File: src/rtl/axi_rx_capture_ctrl.sv
// Purpose: sequences one RX capture. It arms the deserializer, buffers word strobes in an
//          elastic FIFO and frames them into AXI-Stream packets with tlast.
// Latency: a strobe into an empty FIFO appears on m_tvalid one aclk cycle later.
// Backpressure: m_tready stalls the FIFO head. The deserializer does not honour s_ready,
//               so a strobe that arrives while the FIFO is full is dropped and flagged.
//
// Ports:
//   aclk, aresetn             clock, async active-low reset
//   cmd_start, cmd_stop       single-cycle capture control pulses
//   cfg_frame_len             words per frame (0 acts as 1), latched at arm
//   cfg_num_frames            frames per capture (0 = continuous), latched at arm
//   cfg_timeout               inactivity limit in cycles (0 = off), latched at arm
//   rx_enable                 deserializer enable, high only while capturing
//   s_data, s_valid, s_ready  deserializer word strobe; s_ready is FIFO-not-full
//   m_tdata/m_tvalid/m_tlast/m_tready  AXI-Stream master
//   busy, done, timeout_err, overflow_err, trunc_err, frame_count  status

// Purpose: generic synchronous FIFO with a combinational read port (head always visible).
// Latency: a word written at edge n is readable right after edge n.
// Backpressure: the caller must not write when full unless it reads in the same cycle.
module rx_fifo #(
  parameter int W     = 33,
  parameter int DEPTH = 4
) (
  input  logic         clk,
  input  logic         rst_n,
  input  logic         wr_en,
  input  logic [W-1:0] wr_dat,
  input  logic         rd_en,
  output logic [W-1:0] rd_dat,
  output logic         full,
  output logic         empty
);
  localparam int AW = (DEPTH > 1) ? $clog2(DEPTH) : 1;

  logic [W-1:0]  mem [DEPTH];
  logic [AW-1:0] wr_ptr;
  logic [AW-1:0] rd_ptr;
  logic [AW:0]   count;

  assign full   = (count == (AW+1)'(DEPTH));
  assign empty  = (count == '0);
  assign rd_dat = mem[rd_ptr];

  // Storage carries no reset; occupancy is tracked by the pointers and count alone.
  always_ff @(posedge clk) begin
    if (wr_en) begin
      mem[wr_ptr] <= wr_dat;
    end
  end

  always_ff @(posedge clk or negedge rst_n) begin
    if (!rst_n) begin
      wr_ptr <= '0;
      rd_ptr <= '0;
      count  <= '0;
    end else begin
      if (wr_en) begin
        wr_ptr <= wr_ptr + AW'(1);
      end
      if (rd_en) begin
        rd_ptr <= rd_ptr + AW'(1);
      end
      case ({wr_en, rd_en})
        2'b10:   count <= count + (AW+1)'(1);
        2'b01:   count <= count - (AW+1)'(1);
        default: count <= count;
      endcase
    end
  end
endmodule

module axi_rx_capture_ctrl #(
  parameter int DATA_W = 32,
  parameter int DEPTH  = 4,
  parameter int LEN_W  = 8,
  parameter int FRM_W  = 16,
  parameter int TMO_W  = 16
) (
  input  logic              aclk,
  input  logic              aresetn,
  input  logic              cmd_start,
  input  logic              cmd_stop,
  input  logic [LEN_W-1:0]  cfg_frame_len,
  input  logic [FRM_W-1:0]  cfg_num_frames,
  input  logic [TMO_W-1:0]  cfg_timeout,
  output logic              rx_enable,
  input  logic [DATA_W-1:0] s_data,
  input  logic              s_valid,
  output logic              s_ready,
  output logic [DATA_W-1:0] m_tdata,
  output logic              m_tvalid,
  output logic              m_tlast,
  input  logic              m_tready,
  output logic              busy,
  output logic              done,
  output logic              timeout_err,
  output logic              overflow_err,
  output logic              trunc_err,
  output logic [FRM_W-1:0]  frame_count
);
  typedef enum logic [1:0] {
    S_IDLE,
    S_ARM,
    S_RUN,
    S_DRAIN
  } state_t;

  state_t state;

  // Configuration captured at arm, so mid-capture cfg changes have no effect.
  logic [LEN_W-1:0] len_q;
  logic [FRM_W-1:0] num_q;
  logic [TMO_W-1:0] tmo_q;

  logic [LEN_W-1:0] word_in_frame;
  logic [TMO_W-1:0] idle_cnt;

  logic              fifo_full;
  logic              fifo_empty;
  logic [DATA_W:0]   fifo_rd;
  logic              pop;
  logic              push_try;
  logic              push_ok;
  logic              at_last;
  logic [FRM_W-1:0]  fc_inc;
  logic [TMO_W-1:0]  idle_inc;
  logic              complete;
  logic              tmo_hit;

  assign m_tvalid = !fifo_empty;
  assign pop      = m_tvalid && m_tready;
  assign s_ready  = !fifo_full;

  // Head is gated so an empty FIFO presents all-zero data and tlast.
  assign m_tdata  = m_tvalid ? fifo_rd[DATA_W-1:0] : '0;
  assign m_tlast  = m_tvalid && fifo_rd[DATA_W];

  assign push_try = (state == S_RUN) && s_valid;
  // When full, a same-cycle pop frees the slot that the push then occupies.
  assign push_ok  = push_try && (!fifo_full || pop);

  // len_q is never zero, so len_q-1 cannot wrap.
  assign at_last  = (word_in_frame == (len_q - LEN_W'(1)));
  assign fc_inc   = (frame_count == '1) ? frame_count : frame_count + FRM_W'(1);
  assign idle_inc = (idle_cnt == '1) ? idle_cnt : idle_cnt + TMO_W'(1);

  // A frame position is consumed even when its word is dropped, so completion
  // depends only on the strobe, not on whether the push succeeded.
  assign complete = push_try && at_last && (num_q != '0) && (fc_inc == num_q);
  // Fires on the idle cycle whose increment reaches the limit.
  assign tmo_hit  = (tmo_q != '0) && !s_valid && (idle_inc == tmo_q);

  rx_fifo #(
    .W     (DATA_W + 1),
    .DEPTH (DEPTH)
  ) u_fifo (
    .clk    (aclk),
    .rst_n  (aresetn),
    .wr_en  (push_ok),
    .wr_dat ({at_last, s_data}),
    .rd_en  (pop),
    .rd_dat (fifo_rd),
    .full   (fifo_full),
    .empty  (fifo_empty)
  );

  always_ff @(posedge aclk or negedge aresetn) begin
    if (!aresetn) begin
      state         <= S_IDLE;
      rx_enable     <= 1'b0;
      busy          <= 1'b0;
      done          <= 1'b0;
      timeout_err   <= 1'b0;
      overflow_err  <= 1'b0;
      trunc_err     <= 1'b0;
      frame_count   <= '0;
      word_in_frame <= '0;
      idle_cnt      <= '0;
      len_q         <= LEN_W'(1);
      num_q         <= '0;
      tmo_q         <= '0;
    end else begin
      case (state)
        S_IDLE: begin
          // A start that collides with a stop is treated as cancelled.
          if (cmd_start && !cmd_stop) begin
            state <= S_ARM;
            busy  <= 1'b1;
          end
        end

        S_ARM: begin
          len_q         <= (cfg_frame_len == '0) ? LEN_W'(1) : cfg_frame_len;
          num_q         <= cfg_num_frames;
          tmo_q         <= cfg_timeout;
          done          <= 1'b0;
          timeout_err   <= 1'b0;
          overflow_err  <= 1'b0;
          trunc_err     <= 1'b0;
          frame_count   <= '0;
          word_in_frame <= '0;
          idle_cnt      <= '0;
          rx_enable     <= 1'b1;
          state         <= S_RUN;
        end

        S_RUN: begin
          if (push_try) begin
            if (!push_ok) begin
              overflow_err <= 1'b1;
            end
            if (at_last) begin
              word_in_frame <= '0;
              frame_count   <= fc_inc;
            end else begin
              word_in_frame <= word_in_frame + LEN_W'(1);
            end
            idle_cnt <= '0;
          end else begin
            idle_cnt <= idle_inc;
          end

          // Completion outranks stop, which outranks timeout.
          if (complete) begin
            state     <= S_DRAIN;
            rx_enable <= 1'b0;
          end else if (cmd_stop) begin
            state     <= S_DRAIN;
            rx_enable <= 1'b0;
            if (word_in_frame != '0) begin
              trunc_err <= 1'b1;
            end
          end else if (tmo_hit) begin
            state       <= S_DRAIN;
            rx_enable   <= 1'b0;
            timeout_err <= 1'b1;
            if (word_in_frame != '0) begin
              trunc_err <= 1'b1;
            end
          end
        end

        S_DRAIN: begin
          if (fifo_empty) begin
            if (!timeout_err) begin
              done <= 1'b1;
            end
            busy  <= 1'b0;
            state <= S_IDLE;
          end
        end

        default: begin
          state     <= S_IDLE;
          rx_enable <= 1'b0;
          busy      <= 1'b0;
        end
      endcase
    end
  end
endmodule
File: config.mk
export PLATFORM = sky130hd
export DESIGN_NAME = axi_rx_capture_ctrl
export DESIGN_NICKNAME = d
export VERILOG_FILES = /design/src/rtl/axi_rx_capture_ctrl.sv
export SDC_FILE = /design/constraint.sdc
export NUM_CORES = 1
export LEC_CHECK = 0
export ABC_AREA = 1
export BUFFER_PORTS_ARGS = -buffer_cell sky130_fd_sc_hd__buf_2
export CAP_MARGIN = 20
export CORE_AREA = 2 2 137 139
export DETAILED_ROUTE_END_ITERATION = 12
export DIE_AREA = 0 0 139 141
export PLACE_DENSITY = 0.84
export SETUP_SLACK_MARGIN = 0.1
export SYNTH_ARGS = -nofsm -noshare
export SYNTH_HDL_FRONTEND = slang
export SYNTH_SLANG_ARGS = --single-unit
File: constraint.sdc
create_clock -name aclk -period 6.05 [get_ports aclk]
set_input_delay 1.21 -clock aclk [delete_from_list [all_inputs] [get_ports aclk]]
set_output_delay 1.21 -clock aclk [all_outputs]
set_load 0.05 [all_outputs]
==> impl_metrics.yaml <==
status:
  status: "completed"
yosys:
  synth_compound_area_share_pct: 8.701
  async_flop_share_pct: 41.85
  synth_seq_cells: 227
  syn_area_sq_mm: 0.01124
  ys.flop_type: "edfxtp_1"
  synth_mux_area_share_pct: 0.1001
  synthSimpleGateAreaFrac_pct: 24.66
  yosysUniqueCellTypes: 41
  syn_area_per_cell_sq_um: 8.812
  syn_nets: 1368
  synth_top_family_by_area: "simple AND/OR/NAND/NOR gates"
  syn_inst: 1276
  synth_seq_area_share_pct: 56.40
  synth_edf_count: 132
  synth_xor_area_share_pct: 2.771
  synth_fa_ha_area_share_pct: 1.625
  yosysWarnings: 0
cells_and_area:
  area.growth.synth_to_final_pct: 14.83
  fin_area_sq_mm: 0.01291
  nFillCells: 1334
  multi_input_area_sq_mm: 0.004294
  layout.nets: 1489
  mostFrequentLayoutCells: "nand2_1 (262), nor2_1 (222), o21ai_0 (136)"
  antennaDiodeCount: 0
  drive_gt1_share_pct: 15.49
  final_common_cell: "nand2_1"
  seq_area_sq_mm: 0.006344
floorplanning:
  initial_core_util_pct: 61.55
  ios: 135
  dieHeight_um: 141
  die_area_sq_mm: 0.01960
  coreArea_sq_mm: 0.01827
  rows: 50
  die_w_um: 139
power_and_ir_drop:
  p_per_area_mw_per_mm2: 503.5
  power.internal_uw: 3570
  p_clk_share_pct: 22.7
  finalPower_uw: 6501
  p_switching_uw: 2931
  swShare_pct: 45.08
  leakagePower_uw: 0.005708
  max-vdd-ir-drop_mv: 0.5161
  power_frac_seq_pct: 32.3
  power_frac_comb_pct: 45.1
sta:
  slew_viol_final: 0
  rsz0062_at_grt: "false"
  post-route-min-period_ns: 3.718
  tightest_slew_ns: 1.076
  fin_tns_setup_ns: 0
  max_freq_ghz: 0.2690
  setup_viol: 0
  hold-worst-slack_ns: 0.4706
  hold_violations: 0
  clock_skew_ns: 0.01196
  fin_crit_sh_pct: 61.46
  timing.slew.headroom_pct: 28.12
clock_tree:
  cts-root-buf: "clkbuf_16"
  clkSlewWorstSetupHoldPaths_ns: 0.06
  max-clock-path-buffers: 3
  htree_num_levels: 1
  clock_latency_ns: 0.53
  postCtsHoldBufs: 0
  cts_buffers: 23
  cts_resized: 0
  cts_tree: "done"
  clock_sink_count: 227
  cts_setup_buffers: 0
detailed_routing:
  dr.pass1.iters: 5
  drc: 0
  drt-wirelength-per-cell_um: 15.80
  drtIter0Drc: 894
  via_per_inst: 5.592
  postRouteAntennaNets: 0
  via_count: 9215
  drt-total-wl_mm: 26.03
min_path:
  hold_start: "rx_enable"
  min_to: "rx_enable"
  whs_path_depth: 2
  hold_class: "flop to flop"
setup_path:
  slowest_stage: "buf_4"
  crit_required_ns: 4.84
  cp-end-kind: "output port"
  crit_type: "flop to output port"
  cp_max_fo: 46
  cp_slowest_stage_delay_ns: 0.48
  rr_worst_depth: 9
  rrSetupSlack_ns: 2.52
  r2r-end: "frame_count[13]"
  timing.rr.start: "state[0]"
  cp.arrival_ns: 2.51
  cp-start-kind: "flop"
  crit_chain: "inv_1 -> buf_4 -> o21ai_0 -> a21oi_1 -> buf_2"
place:
  placed_cell_area_sq_mm: 0.01210
  place_congestion: 0.9277
  dp_hpwl_mm: 17.41
  numPortBuffers: 134
global_route:
  grt.total_usage_pct: 26.31
  grt_pass1_vias: 8782
  antenna_found_initial: 0
  grt_first_pass_wirelength_mm: 42.28
  grt_max_degree: 79
  overflow: 0
job:
  maxCapViolations: 0
-- routing by layer --
layer | GRT usage (%) | part of all wire (%) | wire [um]
met1 | 35.76 | 41 | 10750
met2 | 45.27 | 49 | 12730
met3 | 3.329 | 7.6 | 1976
met4 | 7.230 | 2.2 | 570
met5 | 0 | 0 | 0
-- Yosys cell counts, types with 2 or more instances --
master | n | area [sq um]
o21ai_0 | 136 | 680.7
inv_1 | 112 | 420.4
buf_6 | 3 | 33.78
nor4_1 | 4 | 25.02
nand4_1 | 27 | 168.9
a21oi_1 | 39 | 195.2
buf_2 | 3 | 15.01
dfrtp_1 | 94 | 2352
nand2_2 | 6 | 37.54
nor2_8 | 2 | 40.04
o21ai_1 | 3 | 15.01
inv_2 | 7 | 26.28
nand3_2 | 3 | 30.03
clkbuf_1 | 33 | 123.9
nor2_2 | 5 | 31.28
ha_1 | 13 | 162.7
nand3b_1 | 4 | 30.03
o22ai_1 | 5 | 31.28
nor2_1 | 226 | 848.3
buf_1 | 6 | 22.52
nor3_1 | 5 | 25.02
o31ai_1 | 2 | 15.01
nand2_1 | 262 | 983.4
nand3_1 | 92 | 460.4
xor2_1 | 26 | 227.7
xnor2_1 | 7 | 61.31
edfxtp_1 | 132 | 3964
nor2_4 | 3 | 33.78
nand2_4 | 4 | 45.04
-- layout make-up --
class                      instances  share of cell area, %
inverter                         120                  3.488
timing repair buffer             141                  5.775
sequential                       227                  49.13
clock buffer                      29                  4.864
multi-input combinational        884                  33.26
tap                              234                  2.267
clock inverter                    13                  1.221
-- state kept, by name (all words and copies together) (netlist names), 3 cells and up --
register       flops
len_q              8
frame_count       16
u_fifo.mem       132
num_q             16
word_in_frame      8
tmo_q             16
u_fifo.count       3
idle_cnt          16
-- worst max-delay path: cells and delay by family (launching register included) --
family          cells  cell delay (ns)
compound gates      2             0.40
buf+inv             3             1.18
flops               1             0.40
-- through the flow --
step | instances | setup slack (ns) | util, %
2_1_floorplan | 1276 | 2.627 | -
3_3_place_gp | 1605 | 2.808 | 66.23
3_5_place_dp | 1605 | 2.668 | 66.23
4_1_cts | 1647 | 2.306 | 70.53
5_1_grt | 1648 | 2.111 | 70.68
6_report | 1648 | 2.332 | 70.68
-- power by group through the flow --
stage | registers [uW] | logic, uW | clock network (uW)
3_3_place_gp | 2110 | 2800 | 0
5_1_grt | 2120 | 3230 | 1550
4_1_cts | 2090 | 2900 | 1490
2_1_floorplan | 2150 | 2170 | 0
3_5_place_dp | 2120 | 2880 | 0
6_report | 2100 | 2930 | 1470
-- worst max path at each step --
stage | start | endpoint | slack, ns
floorplan | s_valid | u_fifo.mem[0][0] | 2.63
global placement | state[0] | frame_count[9] | 2.81
detailed placement | state[0] | frame_count[13] | 2.67
CTS | u_fifo.rd_ptr[0] | m_tdata[31] | 2.31
global route | u_fifo.rd_ptr[0] | m_tdata[31] | 2.11
finish | u_fifo.rd_ptr[0] | m_tdata[31] | 2.33
-- cells by family (layout without fill, tap and decap cells) --
family	Yosys count	in the layout
adder cells (fa/ha/maj)	14	14
flip-flops	227	227
XOR/XNOR	34	34
AND/OR/NAND/NOR	645	645
buffers and inverters	165	303
AO/OA/AOI/OAI	190	190
multiplexers	1	1
Note: power is estimated with default switching activity, not from simulation.
